`src/rtl/viterbi_frame_ctrl.sv`:
```
// Frame sequencer for the encoder/channel/Viterbi link: buffers one payload frame, streams it
// into the encoder with a zero flush tail, and counts decoded-bit errors against the buffer.
module viterbi_frame_ctrl #(
  parameter int unsigned FRAME_LEN = 64,
  parameter int unsigned DEC_LAT   = 24,
  localparam int unsigned CW       = $clog2(FRAME_LEN + 1)
) (
  input  logic          clk,
  input  logic          rst,
  input  logic          start_i,
  input  logic          abort_i,
  input  logic          bit_i,
  input  logic          bit_valid_i,
  output logic          bit_ready_o,
  output logic          enc_en_o,
  output logic          enc_d_o,
  input  logic          dec_bit_i,
  output logic          busy_o,
  output logic          done_o,
  output logic [CW-1:0] err_ct_o
);

  localparam int unsigned WW  = (FRAME_LEN > 1) ? $clog2(FRAME_LEN) : 1;
  localparam int unsigned RUN = FRAME_LEN + DEC_LAT;
  localparam int unsigned TW  = $clog2(RUN + 1);

  typedef enum logic [1:0] {IDLE, LOAD, SEND, DONE} state_t;

  state_t               state_q, state_d;
  logic [FRAME_LEN-1:0] frame_q;
  logic [WW-1:0]        wi_q;
  logic [TW-1:0]        t_q;
  logic [TW-1:0]        t_nxt;
  logic [WW-1:0]        rd_idx;
  logic [WW-1:0]        cmp_idx;
  logic                 load_hs;
  logic                 last_hs;
  logic                 cmp_en;
  logic                 enc_d_d;

  // Next-state, handshake and encoder-data lookahead
  always_comb begin
    load_hs = (state_q == LOAD) && bit_valid_i;
    last_hs = load_hs && (wi_q == WW'(FRAME_LEN - 1));
    t_nxt   = t_q + TW'(1);
    rd_idx  = WW'(t_nxt);
    cmp_idx = WW'(t_q - TW'(DEC_LAT));
    cmp_en  = (state_q == SEND) && (t_q >= TW'(DEC_LAT)) && !abort_i;
    state_d = state_q;
    enc_d_d = 1'b0;

    case (state_q)
      IDLE:    if (start_i) state_d = LOAD;
      LOAD:    if (last_hs) state_d = SEND;
      SEND:    if (t_q == TW'(RUN - 1)) state_d = DONE;
      DONE:    state_d = IDLE;
      default: state_d = IDLE;
    endcase
    if (abort_i) state_d = IDLE;

    // Registered encoder bit for the upcoming SEND cycle; zeros once the payload is exhausted
    if (state_d == SEND) begin
      if (state_q == LOAD)              enc_d_d = (FRAME_LEN == 1) ? bit_i : frame_q[0];
      else if (t_nxt < TW'(FRAME_LEN))  enc_d_d = frame_q[rd_idx];
    end
  end

  always_ff @(posedge clk) begin
    if (rst) state_q <= IDLE;
    else     state_q <= state_d;
  end

  // Payload buffer carries no reset; it is fully rewritten before being read
  always_ff @(posedge clk) begin
    if (load_hs) frame_q[wi_q] <= bit_i;
  end

  always_ff @(posedge clk) begin
    if (rst) begin
      wi_q        <= '0;
      t_q         <= '0;
      err_ct_o    <= '0;
      bit_ready_o <= 1'b0;
      enc_en_o    <= 1'b0;
      enc_d_o     <= 1'b0;
      busy_o      <= 1'b0;
      done_o      <= 1'b0;
    end else begin
      bit_ready_o <= (state_d == LOAD);
      enc_en_o    <= (state_d == SEND);
      busy_o      <= (state_d == LOAD) || (state_d == SEND);
      done_o      <= (state_d == DONE);
      enc_d_o     <= enc_d_d;

      if ((state_q == IDLE) && (state_d == LOAD)) begin
        wi_q     <= '0;
        t_q      <= '0;
        err_ct_o <= '0;
      end
      if (load_hs)            wi_q <= wi_q + WW'(1);
      if (state_q == SEND)    t_q  <= t_nxt;
      if (cmp_en)             err_ct_o <= err_ct_o + CW'(dec_bit_i ^ frame_q[cmp_idx]);
    end
  end

endmodule

```
`config.mk`:
```
export PLATFORM = sky130hd
export DESIGN_NAME = viterbi_frame_ctrl
export DESIGN_NICKNAME = d
export VERILOG_FILES = /design/src/rtl/viterbi_frame_ctrl.sv
export SDC_FILE = /design/constraint.sdc
export NUM_CORES = 1
export LEC_CHECK = 0
export BUFFER_PORTS_ARGS = -buffer_cell sky130_fd_sc_hd__buf_2
export CAP_MARGIN = 0
export CORE_ASPECT_RATIO = 1.1
export CORE_MARGIN = 2
export CORE_UTILIZATION = 55
export CTS_CLUSTER_SIZE = 28
export DETAILED_ROUTE_END_ITERATION = 16
export PLACE_DENSITY = 0.72
export SYNTH_ARGS = -nofsm -noshare
export SYNTH_HDL_FRONTEND = slang
export SYNTH_SLANG_ARGS = --single-unit
```
`constraint.sdc`:
```
create_clock -name clk -period 4.3 [get_ports clk]
set_input_delay 0.86 -clock clk [delete_from_list [all_inputs] [get_ports clk]]
set_output_delay 0.86 -clock clk [all_outputs]
set_load 0.02 [all_outputs]
```
== After elaboration in Yosys (flattened, before gate mapping) ==
Cells that the tools add are included.

* Flip-flop bits (word level): 91
* Input port bits: 7
* Output and inout bits: 12
* Word-level logic and storage cells: 62

* Add/sub/neg operators: 4
* Magnitude comparators: 6
* Equality and inequality tests: 8
* Mux-type cells: 19
* Bitwise operators: 2
* Reduce and logical (&&, ||, !) cells: 13

{| class="wikitable"
|+ Operators by type and width
! operator !! count
|-
| bitwise mux 64 bit || 1
|-
| less-than comparator 6 x 7 -> 1 bit, second input constant || 3
|-
| 2-to-1 mux 7 bit || 3
|-
| binary-select mux 1 bit (select 6 bit) || 2
|-
| 2-to-1 mux 6 bit || 2
|-
| == test 2 bit, second input constant || 4
|-
| 2-to-1 mux 2 bit || 4
|-
| case mux 2 bit (4 select lines) || 1
|-
| adder 7 x 1 -> 7 bit || 1
|-
| adder 7 x 1 -> 7 bit, second input constant || 1
|-
| == test 7 bit, second input constant || 1
|-
| greater-or-equal comparator 7 x 5 -> 1 bit, second input constant || 1
|-
| less-than comparator 7 bit, second input constant || 1
|-
| adder 6 x 1 -> 6 bit, second input constant || 1
|-
| demux 1 bit (select 6 bit) || 1
|-
| == test 6 bit, second input constant || 1
|-
| greater-or-equal comparator 6 x 1 -> 1 bit, second input constant || 1
|-
| logical AND 1 bit || 6
|-
| nonzero test 2 bit || 3
|-
| subtractor 6 x 5 -> 6 bit, second input constant || 1
|-
| 2-to-1 mux 1 bit || 5
|-
| == test 2 x 1 -> 1 bit, second input constant || 2
|-
| logical NOT 2 bit || 1
|-
| OR reduction 2 bit || 1
|-
| 4 further kinds || 4
|}

== Logic depth before layout (Yosys ltp) ==
* Depth after elaboration: 10
* Gate-level depth with buffers: 14
* Mapped depth without buffers: 14

== Least setup slack after synthesis ==
No wires, ideal clock.

* Kind: flip-flop to flip-flop
* Start: register t_q[0]
* End: register enc_d_o
* Library setup time: 0.117 ns
* Arrival: 3.012 ns
* Required time: 4.183 ns
* Path slack: 1.171 ns
* Cell stages (with the launch flop): 14
* Buffers on the path: 7
* Clock period less this slack: 3.129 ns
* Path through: dfxtp_1 > buf_6 > buf_6 > buf_4 > buf_2 > inv_1 > ha_1 > buf_2 > buf_4 > buf_2 > mux4_2 > a311oi_1 > a32o_1 > o21ai_1

* Cells in the longest elaborated chain, start to end: 7
* Elaborated cells on any way between the ends: 13
* Those cells by class: 1 x add/sub; 1 x order compare; 2 x eq/ne; 7 x mux; 1 x bitwise; 1 x reduce/logical

{| class="wikitable"
|+ Ends and longest elaborated chain
! element !! line !! RTL
|-
| start: declaration || 32 || <nowiki>logic [TW-1:0] t_q;</nowiki>
|-
| start signal: assignment || 101 || <nowiki>if (state_q == SEND) t_q <= t_nxt;</nowiki>
|-
| parallel branches: the longest is 7 deep, another holds adder 7 x 1 -> 7 bit || - ||
|-
| end signal: assignment || 93 || <nowiki>enc_d_o <= enc_d_d;</nowiki>
|-
| end: declaration || 16 || <nowiki>output logic enc_d_o,</nowiki>
|}

Several ways; the timed one is not identified. The select of a mux whose other input is x is not followed.
A chain may end at the register's enable or synchronous reset.

== Worst setup path in the final report ==
* Start: register t_q[0]
* End: register err_ct_o[6]

* Cells in the longest elaborated chain, start to end: 7
* Elaborated cells on any way between the ends: 16
* Those cells by class: 2 x add/sub; 1 x order compare; 2 x eq/ne; 6 x mux; 1 x bitwise; 4 x reduce/logical

{| class="wikitable"
|+ Ends and longest elaborated chain
! element !! line !! RTL
|-
| parallel branches: the longest is 7 deep, another holds adder 7 x 1 -> 7 bit || - ||
|-
| end signal: assignment || 102 || <nowiki>if (cmp_en) err_ct_o <= err_ct_o + CW'(dec_bit_i ^ frame_q[cmp_idx]);</nowiki>
|-
| end: declaration || 20 || <nowiki>output logic [CW-1:0] err_ct_o</nowiki>
|}

Several ways; the timed one is not identified. The select of a mux whose other input is x is not followed.

==> results by group <==
Status
  • Status: complete, no violations

Floorplanning
  • Number of placement rows: 35
  • Initial Utilization: 56.9%
  • Horizontal extent of the die: 93.2 µm
  • DIE AREA: 9510 µm²
  • Die Span Y: 102 µm
  • Area of the placeable core: 8450 µm²
  • I/O Pins: 19

Global route
  • Number of antenna violations at the first check in global routing: 0
  • Maximum number of pins on one net before global-route repair: 65
  • Total global-route track usage: 23.7%
  • Vias in the first global route: between 3000 and 4000
  • Global-route congestion overflow total: 0
  • First-pass GRT wire length: 16.8 mm

Synth
  • Number of cells produced by synthesis: 415
  • Ys Warns: 0
  • Mean Syn Cell Area: 11.6 µm²
  • Synthesized flop and latch total: 91
  • Post-synthesis cell area: 4810 µm²
  • Distinct cells, synth: 46
  • Nets in the synthesized netlist: around 430
  • Library cell with the largest summed area after synthesis: edfxtp_1
  • Sequential area share after synthesis: between 50% and 60%
  • Leading post-synthesis cells by cell area: edfxtp_1, mux4_2, dfxtp_1
  • Share of Yosys cell area claimed by the top area cell type: approximately two fifths

Setup path
  • Element type at the critical path start: flip-flop
  • Arrival time reported for the critical path endpoint: 4020 ps
  • Max Fanout on Critical Path: 28
  • WP data required: about 4600 ps
  • Reg2reg start: t_q[0]$_SDFFE_PP0P_
  • Worst setup startpoint: t_q[0]$_SDFFE_PP0P_
  • Crit path capture type: flip-flop
  • Worst setup path category: flip-flop to flip-flop

Finish
  • Final core utilization: a little over 60%
  • Share of post-route cells with drive strength above 1: roughly 17%
  • Most common cell after layout, fill and taps aside: nor2_1
  • Count of inserted antenna diode cells: 0
  • Number of nets in the final layout: 432
  • # fillers: 667
  • Syn-to-layout area delta: 6.60%
  • Top library cells by usage in the layout, fill and taps aside: nor2_1, edfxtp_1, mux4_2

Power and ir drop
  • Static Leakage: approximately 0.0016 µW
  • VDD IR-drop max: approximately 150 µV
  • Power per Cell Area: just over 300 nW/µm²

Clocking
  • Number of clock sinks seen by CTS: a little over 90
  • TritonCTS clock tree: built
  • Clock tree root buffer cell: clkbuf_8
  • Clock Path Buffers: 2
  • CTS Buf Count: 9
  • Max H-tree Level: 3
  • Clock transition at the register clock pins on the worst setup and hold paths after CTS: 90 ps
  • Number of hold buffers added after cts: 0
  • Clock insertion delay at the later pin of the skew report: about 380 ps
  • Number of buffers inserted to repair setup after CTS: 0
  • Post-cts gate resize count: 0

Routing
  • Remaining antenna violation count after routing: 0
  • Routed vias/inst: just over 6
  • Final routed DRC violation total: 0
  • Via count: 3313
  • DRT iter0 DRCs: 414
  • Detailed-route wire length: ~10 mm
  • Avg WL per Cell: 19.6 µm
  • First-pass DRT Iterations: 5

STA
  • Final setup viols: 0
  • Crit share post-route: a little under nine tenths
  • Final Hold Viols: 0
  • Skew final: 11.3 ps
  • Worst setup margin: just under 600 ps
  • RSZ-0062 raised after global routing: false
  • Slew HR: around two fifths
  • Achievable Freq: 269 MHz
  • Shortest clock period the worst path allows after layout: 3710 ps
  • Least-Margin Pin Slew: slightly above 900 ps
  • Setup_tns: 0 ps
  • Count of pins over their slew limit: 0

Worst hold path
  • Hold Crit Class: flip-flop to flip-flop
  • Launch point of the worst hold path: err_ct_o[0]$_SDFFE_PP0P_

Job
  • Number of violations of the max-capacitance limit: 0

Placed design
  • Pre-CTS WS: a little under 600 ps
  • Half-perimeter wire length after detailed placement: slightly above 7 mm
  • Number of port buffers: 18
  • Final weighted congestion in routability-driven placement: a little over 0.9
## sequential cells by signal (all words and copies together), names as in the netlist
name and cells:
frame_q 64, err_ct_o 7, t_q 7, wi_q 6, state_q 2, bit_ready_o 1, busy_o 1, done_o 1
enc_d_o 1, enc_en_o 1
## cells in the mapped netlist, drive strengths merged
master   number
a311oi        4
nor2b        11
and4b         1
dfxtp        27
and4          1
nand4         1
ha            9
a2111oi       3
a31oi         4
inv           5
a311o         2
nand4b        2
o21ai         8
nand3        21
or3           4
nand2b        5
nor2         85
mux2i         6
xnor2         6
nor3b         3
mux4         32
a32o          1
clkbuf       21
nor4          1
or3b          2
a22oi         1
buf          11
a21oi        18
or2           3
and3          5
nor3          7
and2          2
a211o         1
a211oi        2
nand2        24
nand3b        6
o21bai        2
edfxtp       64
xor2          4
## layer usage
layer	vias up	wire [µm]	track usage, %
met5	-	0	0
met4	0	242	10.4
met3	21	565	4.35
met2	121	5190	37.9
met1	1631	4410	32.3
li1	1540	-	-
## where the power goes
part | switching (µW) | total [µW] | internal [µW]
combinational | 24.7 | 32.2 | 7.54
clock | 318 | 621 | 302
sequential | 2.05 | 939 | 937
## final cells by class
type	instances	area, µm²	share of cell area, %
clock buffers	11	151	2.95
clock inverters	5	61.3	1.20
inverters	5	18.8	0.366
multi-input cells	287	2180	42.4
flip-flops and latches	91	2460	48.0
well taps	111	139	2.71
repair buffers	22	120	2.34
## through the flow
step	hold slack, ps	power, µW	std cells	instance area (µm²)
floorplan	480	975	415	4810
global placement	480	991	516	4920
detailed placement	495	991	516	4920
CTS	508	1600	532	5130
global route	541	1640	532	5130
finish	504	1590	532	5130
## worst max-delay path: stages, from the launching register on
cell     delay, ps
dfxtp_2        790
buf_4          270
mux4_1         540
mux4_2         490
mux2i_1        150
a21oi_1        100
xor2_1         150
ha_1           180
ha_1           170
and3_1         200
nand3_1        100
or3_1          330
a21oi_1        160
## cells by family after synthesis
logic type	Yosys count	synth area share, %
AO/OA/AOI/OAI	46	6.19
XOR/XNOR	10	1.98
adder cells (fa/ha/maj)	9	2.34
buffers and inverters	37	3.61
flip-flops	91	51.2
multiplexers	38	16.6
AND/OR/NAND/NOR	184	18.1
## final timing paths
path | to | slack (ps) | cells after the start
worst min-delay path | err_ct_o[0]$_SDFFE_PP0P_ | 500 | 2
worst max register to register | err_ct_o[6]$_SDFFE_PP0P_ | 590 | 12
worst max-delay path | err_ct_o[6]$_SDFFE_PP0P_ | 590 | 12
worst min register to register | err_ct_o[0]$_SDFFE_PP0P_ | 500 | 2
No activity file was read; power rests on OpenSTA's default activity.
